**src/rtl/fixed_mac_arb_pkg.sv**
```systemverilog
// Shared types, default widths and the round-robin pick helper for fixed_mac_arbiter.
package fixed_mac_arb_pkg;

  localparam int NREQ_DEF    = 4;
  localparam int WA_DEF      = 16;
  localparam int WB_DEF      = 12;
  localparam int WO_DEF      = 20;
  localparam int TIMEOUT_DEF = 64;
  localparam int LENW_DEF    = 8;
  localparam int MAX_REQ     = 8;

  typedef enum logic [1:0] {
    IDLE     = 2'd0,
    STREAM   = 2'd1,
    WAIT_RES = 2'd2,
    DELIVER  = 2'd3
  } arb_state_t;

  // First requester at or after ptr, wrapping modulo nreq; returns ptr when nothing requests.
  function automatic logic [2:0] rr_pick(input logic [MAX_REQ-1:0] req,
                                         input logic [2:0] ptr,
                                         input int nreq);
    logic [2:0] pick;
    logic       found;
    int         idx;
    pick  = ptr;
    found = 1'b0;
    for (int k = 0; k < MAX_REQ; k++) begin
      idx = (int'(ptr) + k) % nreq;
      if (k < nreq && !found && req[3'(idx)]) begin
        pick  = 3'(idx);
        found = 1'b1;
      end
    end
    return pick;
  endfunction

endpackage

```
**src/rtl/fixed_mac_arbiter_rr_arbiter.sv**
```systemverilog
// Combinational round-robin pick; the pointer moves past the last served requester.
module rr_arbiter
  import fixed_mac_arb_pkg::*;
#(
  parameter  int NREQ = NREQ_DEF,
  localparam int GW   = $clog2(NREQ)
) (
  input  logic            clk,
  input  logic            rst_n,
  input  logic [NREQ-1:0] req,
  input  logic            advance,
  input  logic [GW-1:0]   last_grant,
  output logic [GW-1:0]   pick,
  output logic            any_req
);

  logic [GW-1:0]      ptr;
  logic [MAX_REQ-1:0] req_ext;
  logic [2:0]         pick_ext;

  always_comb begin
    req_ext            = '0;
    req_ext[NREQ-1:0]  = req;
  end

  assign pick_ext = rr_pick(req_ext, 3'(ptr), NREQ);
  assign pick     = GW'(pick_ext);
  assign any_req  = |req;

  always_ff @(posedge clk or negedge rst_n) begin
    if (!rst_n) begin
      ptr <= '0;
    end else if (advance) begin
      ptr <= (last_grant == GW'(NREQ - 1)) ? '0 : last_grant + 1'b1;
    end
  end

endmodule

```
**src/rtl/fixed_mac_arbiter.sv**
```systemverilog
// Shares one fixed_mac between NREQ requesters: one job (A+B streams) per grant,
// result returned with requester id, beat count and status flags.
module fixed_mac_arbiter
  import fixed_mac_arb_pkg::*;
#(
  parameter  int NREQ    = NREQ_DEF,
  parameter  int WA      = WA_DEF,
  parameter  int WB      = WB_DEF,
  parameter  int WO      = WO_DEF,
  parameter  int TIMEOUT = TIMEOUT_DEF,
  parameter  int LENW    = LENW_DEF,
  localparam int GW      = $clog2(NREQ)
) (
  input  logic               clk,
  input  logic               reset,
  input  logic [NREQ*WA-1:0] s_a_data,
  input  logic [NREQ-1:0]    s_a_valid,
  input  logic [NREQ-1:0]    s_a_last,
  output logic [NREQ-1:0]    s_a_ready,
  input  logic [NREQ*WB-1:0] s_b_data,
  input  logic [NREQ-1:0]    s_b_valid,
  input  logic [NREQ-1:0]    s_b_last,
  output logic [NREQ-1:0]    s_b_ready,
  input  logic [NREQ-1:0]    s_of_sat,
  input  logic [NREQ-1:0]    s_uf_sat,
  output logic [WA-1:0]      m_a_data,
  output logic               m_a_valid,
  output logic               m_a_last,
  input  logic               m_a_ready,
  output logic [WB-1:0]      m_b_data,
  output logic               m_b_valid,
  output logic               m_b_last,
  input  logic               m_b_ready,
  output logic               m_of_sat,
  output logic               m_uf_sat,
  input  logic [WO-1:0]      m_out_data,
  input  logic               m_out_valid,
  output logic               m_out_ready,
  input  logic               m_overflow,
  input  logic               m_underflow,
  output logic [WO-1:0]      res_data,
  output logic [GW-1:0]      res_id,
  output logic [LENW-1:0]    res_len,
  output logic               res_overflow,
  output logic               res_underflow,
  output logic               res_timeout,
  output logic               res_valid,
  input  logic               res_ready,
  output logic               busy,
  output arb_state_t         fsm_state
);

  localparam int TW = $clog2(TIMEOUT + 1);

  // Valid/ready: a beat or result transfers on a rising edge where both are high;
  // the source holds its payload stable while valid is high and ready is low.

  logic rst_meta, rst_n;

  // Reset asserts asynchronously; release is re-timed to clk.
  always_ff @(posedge clk or negedge reset) begin
    if (!reset) {rst_meta, rst_n} <= 2'b00;
    else        {rst_meta, rst_n} <= {1'b1, rst_meta};
  end

  arb_state_t      state, state_nxt;
  logic [GW-1:0]   grant, pick;
  logic            any_req, take_grant, arb_advance;
  logic            a_done, b_done, a_done_nxt, b_done_nxt, a_hs, b_hs;
  logic [LENW-1:0] beat_cnt;
  logic [TW-1:0]   tmo_cnt;
  logic            tmo_hit;

  rr_arbiter #(.NREQ(NREQ)) u_rr (
    .clk        (clk),
    .rst_n      (rst_n),
    .req        (s_a_valid | s_b_valid),
    .advance    (arb_advance),
    .last_grant (grant),
    .pick       (pick),
    .any_req    (any_req)
  );

  assign tmo_hit = (tmo_cnt == TW'(TIMEOUT - 1));

  always_ff @(posedge clk or negedge rst_n) begin
    if (!rst_n) state <= IDLE;
    else        state <= state_nxt;
  end

  always_comb begin
    state_nxt   = state;
    m_a_data    = '0;
    m_a_valid   = 1'b0;
    m_a_last    = 1'b0;
    s_a_ready   = '0;
    m_b_data    = '0;
    m_b_valid   = 1'b0;
    m_b_last    = 1'b0;
    s_b_ready   = '0;
    m_out_ready = 1'b0;
    res_valid   = 1'b0;
    take_grant  = 1'b0;
    arb_advance = 1'b0;
    a_hs        = 1'b0;
    b_hs        = 1'b0;
    a_done_nxt  = a_done;
    b_done_nxt  = b_done;
    case (state)
      IDLE: begin
        if (any_req) begin
          take_grant = 1'b1;
          state_nxt  = STREAM;
        end
      end
      STREAM: begin
        m_a_data         = s_a_data[grant*WA +: WA];
        m_a_valid        = s_a_valid[grant] & !a_done;
        m_a_last         = s_a_last[grant] & !a_done;
        s_a_ready[grant] = m_a_ready & !a_done;
        m_b_data         = s_b_data[grant*WB +: WB];
        m_b_valid        = s_b_valid[grant] & !b_done;
        m_b_last         = s_b_last[grant] & !b_done;
        s_b_ready[grant] = m_b_ready & !b_done;
        a_hs             = m_a_valid & m_a_ready;
        b_hs             = m_b_valid & m_b_ready;
        a_done_nxt       = a_done | (a_hs & m_a_last);
        b_done_nxt       = b_done | (b_hs & m_b_last);
        if (a_done_nxt && b_done_nxt) state_nxt = WAIT_RES;
      end
      WAIT_RES: begin
        m_out_ready = 1'b1;
        if (m_out_valid || tmo_hit) state_nxt = DELIVER;
      end
      DELIVER: begin
        res_valid = 1'b1;
        if (res_ready) begin
          arb_advance = 1'b1;
          state_nxt   = IDLE;
        end
      end
      default: state_nxt = IDLE;
    endcase
  end

  always_ff @(posedge clk or negedge rst_n) begin
    if (!rst_n) begin
      grant         <= '0;
      a_done        <= 1'b0;
      b_done        <= 1'b0;
      beat_cnt      <= '0;
      tmo_cnt       <= '0;
      m_of_sat      <= 1'b0;
      m_uf_sat      <= 1'b0;
      res_data      <= '0;
      res_overflow  <= 1'b0;
      res_underflow <= 1'b0;
      res_timeout   <= 1'b0;
    end else begin
      case (state)
        IDLE: begin
          if (take_grant) begin
            grant    <= pick;
            m_of_sat <= s_of_sat[pick];
            m_uf_sat <= s_uf_sat[pick];
            a_done   <= 1'b0;
            b_done   <= 1'b0;
            beat_cnt <= '0;
          end
        end
        STREAM: begin
          a_done <= a_done_nxt;
          b_done <= b_done_nxt;
          if (a_hs && beat_cnt != '1) beat_cnt <= beat_cnt + 1'b1;
          if (a_done_nxt && b_done_nxt) tmo_cnt <= '0;
        end
        WAIT_RES: begin
          if (m_out_valid) begin
            res_data      <= m_out_data;
            res_overflow  <= m_overflow;
            res_underflow <= m_underflow;
            res_timeout   <= 1'b0;
          end else if (tmo_hit) begin
            res_data      <= '0;
            res_overflow  <= 1'b0;
            res_underflow <= 1'b0;
            res_timeout   <= 1'b1;
          end else begin
            tmo_cnt <= tmo_cnt + 1'b1;
          end
        end
        DELIVER: begin
          if (res_ready) begin
            m_of_sat <= 1'b0;
            m_uf_sat <= 1'b0;
          end
        end
        default: ;
      endcase
    end
  end

  assign res_id    = grant;
  assign res_len   = beat_cnt;
  assign busy      = (state != IDLE);
  assign fsm_state = state;

endmodule

```
**config.mk**
```make
export PLATFORM = sky130hd
export DESIGN_NAME = fixed_mac_arbiter
export DESIGN_NICKNAME = d
export VERILOG_FILES = /design/src/rtl/fixed_mac_arb_pkg.sv /design/src/rtl/fixed_mac_arbiter_rr_arbiter.sv /design/src/rtl/fixed_mac_arbiter.sv
export SDC_FILE = /design/constraint.sdc
export NUM_CORES = 1
export LEC_CHECK = 0
export CAP_MARGIN = 20
export CORE_MARGIN = 4
export CORE_UTILIZATION = 39
export DETAILED_ROUTE_END_ITERATION = 12
export HOLD_SLACK_MARGIN = 0.1
export PLACE_DENSITY = 0.88
export SLEW_MARGIN = 0
export SYNTH_ARGS = -nofsm -noshare
export SYNTH_HDL_FRONTEND = slang
export SYNTH_SLANG_ARGS = --single-unit
```
**constraint.sdc**
```tcl
create_clock -name clk -period 4 [get_ports clk]
set_input_delay 0.4 -clock clk [delete_from_list [all_inputs] [get_ports clk]]
set_output_delay 0.4 -clock clk [all_outputs]
set_load 0.01 [all_outputs]
```
==> results.toml <==
[clock_tree]
post_cts_resized = 0
root_buffer = "clkbuf_8"
numCtsBuffers = 5
clk_path_buf_depth = 2
cts_setup_buffers = 0
htree_num_levels = 2
cts_tree = "yes"
clk_latency_ps = 310
clk_pin_slew_ps = 90
postCtsHoldBufs = 0
numClockSinks = 50

[synth]
ys.flop_type = "dfrtp_1"
ys_ff_latch = 50
ys_warn_count = 0
synth_nets = 486
syn_inst = 311
synth-async-reset-ratio = 1.000
synth_largest_area_cell = "dfrtp_1"
yosysSeqAreaShare = 0.3544
synth_edf_count = 0
syn_area_per_cell_sq_um = 11.35
yosys.cell_types.count = 59
synth_top_area_frac = 0.3544
synth_area_sq_um = 3531
ys_top_cells_by_area = "dfrtp_1 (35%), mux4_2 (20%), a22o_1 (5.7%)"

[setup_path]
endpoint_kind = "output pin"
crit_family = "buffers and inverters"
cp_slowest_stage_delay_ps = 680
worst-path-buf-inv = 2
path_depth = 4
critPathArrivalTime_ps = 2680
rr_worst_depth = 6
cp_max_fo = 21
path_cells = "buf_4 > mux4_2 > and3b_1 > clkdlybuf4s50_1"
slowest_stage = "dfrtp_2"
startpoint_type = "register"
required_ps = 3600
path_class = "register to output pin"

[sta]
fmax_mhz = 324.9
finClkSkew_ps = 13.27
period_share = 0.7694
relSlewSlack = 0.4012
worst_pin_slew_ps = 898.1
maxSlewViolCount = 0
period_needed_ps = 3077
finalSetupViolations = 0
final-hold-violation-count = 0
fin_tns_setup_ps = 0
rsz0062_at_grt = "no"

[global_route]
grt_antenna_before_repair = 2
grt_max_degree = 49
grt_pass1_vias = 3712
grt_pass1_wl_microns = 19910
grt.overflow.total = 0
grt.total_usage = 0.2475

[layout]
fillers = 677
design_area_sq_um = 6165
fin_nets = 723
drive_gt1_frac = 0.1220
syn_to_final_growth_pct = 74.59

[route]
drtPass1Iterations = 4
via_count = 3627
antenna_left = 0
wl_microns = 13610
first_iter_violations = 96
wl_per_cell_microns = 20.66
drc_errors = 0
viasPerCell = 5.504

[pwr]
cellPowerDensity_nw_per_um2 = 569.7
swShare = 0.3854
p_seq_frac = 0.257
clockPowerShare = 0.083
power_frac_comb = 0.660
intPower_w = 0.002159
peakVddDrop_mv = 0.4436
p_switching_w = 0.001354
leakage_nw = 2.421

[place]
place_area_sq_um = 6052
routabilityCongestion = 0.9009
numPortBuffers = 243
hpwl_microns = 11430

[floorplan]
ioPinCount = 244
rows = 34
core_sq_um = 8763
die-area_sq_um = 10640
start_util = 0.4029
die_h_microns = 103.2
die_width_microns = 103.2

[outcome]
status = "finished clean"

[job]
maxCapViolations = 0

[min_path]
hp-class = "register to asynchronous set/reset pin"
==> through the flow <==
step           setup slack [ps]  hold slack (ps)  instances  total power (W)  utilization
3_3_place_gp               1253            338.4        648         0.003172       0.6906
5_1_grt                   751.0            119.6        659         0.003751       0.7035
4_1_cts                   877.2            237.9        656         0.003536       0.7006
6_report                  922.5            103.2        659         0.003512       0.7035
2_1_floorplan              1998            104.4        311         0.002214            -
3_5_place_dp               1214            340.4        648         0.003229       0.6906
==> power groups by stage <==
stage / Sequential [W] / Combinational (W) / Clock [W]
floorplan: 0.000887 / 0.00133 / 0
global placement: 0.000904 / 0.00227 / 0
detailed placement: 0.000914 / 0.00231 / 0
CTS: 0.000909 / 0.00233 / 0.000301
global route: 0.000936 / 0.00250 / 0.000318
finish: 0.000902 / 0.00232 / 0.000293
==> layer usage <==
| metal | up-vias | track usage | share of wire |
|---|---|---|---|
| li1 | 1659 | - | - |
| met1 | 1775 | 0.2973 | 0.37 |
| met2 | 166 | 0.4534 | 0.52 |
| met3 | 27 | 0.04127 | 0.079 |
| met4 | 0 | 0.07072 | 0.025 |
| met5 | - | 0 | 0 |
==> flip-flops by register name (all words and copies together) (netlist names) <==
name and flops:
u_rr.ptr 2, res_overflow 1, b_done 1, res_timeout 1
res_data 20, m_uf_sat 1, a_done 1, res_underflow 1
res_id 2, tmo_cnt 7, rst_meta 1, rst_n 1
fsm_state 2, m_of_sat 1, res_len 8
==> final cells by class <==
type                    instances  area, sq um  area share
well taps                     108        135.1     0.02192
flip-flops and latches         50         1254      0.2034
inverters                       6        22.52    0.003653
diodes                          2        5.005   0.0008119
clock inverters                 3        18.77    0.003044
clock buffers                   5        68.82     0.01116
multi-input cells             237         2178      0.3534
repair buffers                248         2482      0.4027
==> final timing paths <==
check | startpoint | to | slack [ps]
max in group asynchronous | rst_n$_DFF_PN0_ | res_id[0]$_DFFE_PN0P_ | 3430
worst min register to register | rst_n$_DFF_PN0_ | res_data[19]$_DFFE_PN0P_ | 100
min in group clk | rst_meta$_DFF_PN0_ | rst_n$_DFF_PN0_ | 360
worst max register to register | res_id[1]$_DFFE_PN0P_ | tmo_cnt[3]$_DFFE_PN0P_ | 1240
worst max-delay path | res_id[0]$_DFFE_PN0P_ | m_b_last | 920
worst min-delay path | rst_n$_DFF_PN0_ | res_data[19]$_DFFE_PN0P_ | 100
==> synthesized netlist by cell type, types with 3 or more instances <==
cell / count
a22o_1: 23
xnor2_1: 4
mux2i_1: 6
nand2_1: 19
o21ai_0: 4
nor2b_1: 4
nand3_1: 6
nand2b_1: 7
clkbuf_1: 13
nor2_1: 25
inv_1: 6
ha_1: 11
mux4_2: 32
and2_1: 30
nor3_1: 4
dfrtp_1: 50
a21oi_1: 5
buf_2: 3
mux2_2: 3
or2_2: 3
==> logic make-up (layout without fill, tap and decap cells) <==
kind of cell / Yosys count / after routing / share of synthesized area
compound gates: 61 / 61 / 0.1478
xor+xnor: 4 / 4 / 0.009921
fa+ha+maj: 11 / 11 / 0.03898
buf+inv: 24 / 262 / 0.02870
flops: 50 / 50 / 0.3544
mux: 42 / 42 / 0.2349
other cells: 1 / 3 / 0.001062
simple gates: 118 / 118 / 0.1843
==> cell usage in the layout, fill, tap and decap left out, types with 3 or more instances in the layout <==
cell type        netlist  routed
clkdlybuf4s50_1        0     243
dfrtp_1               50      48
mux4_2                32      32
and2_1                30      30
nor2_1                25      25
a22o_1                23      23
nand2_1               19      19
ha_1                  11      11
nand2b_1               7       7
inv_1                  6       6
nand3_1                6       6
mux2i_1                6       6
a21oi_1                5       5
clkbuf_8               0       5
nor2b_1                4       4
xnor2_1                4       4
nor3_1                 4       4
o21ai_0                4       4
buf_4                  2       4
or2_2                  3       3
mux2_2                 3       3
Power figures use the tool's default switching activity.
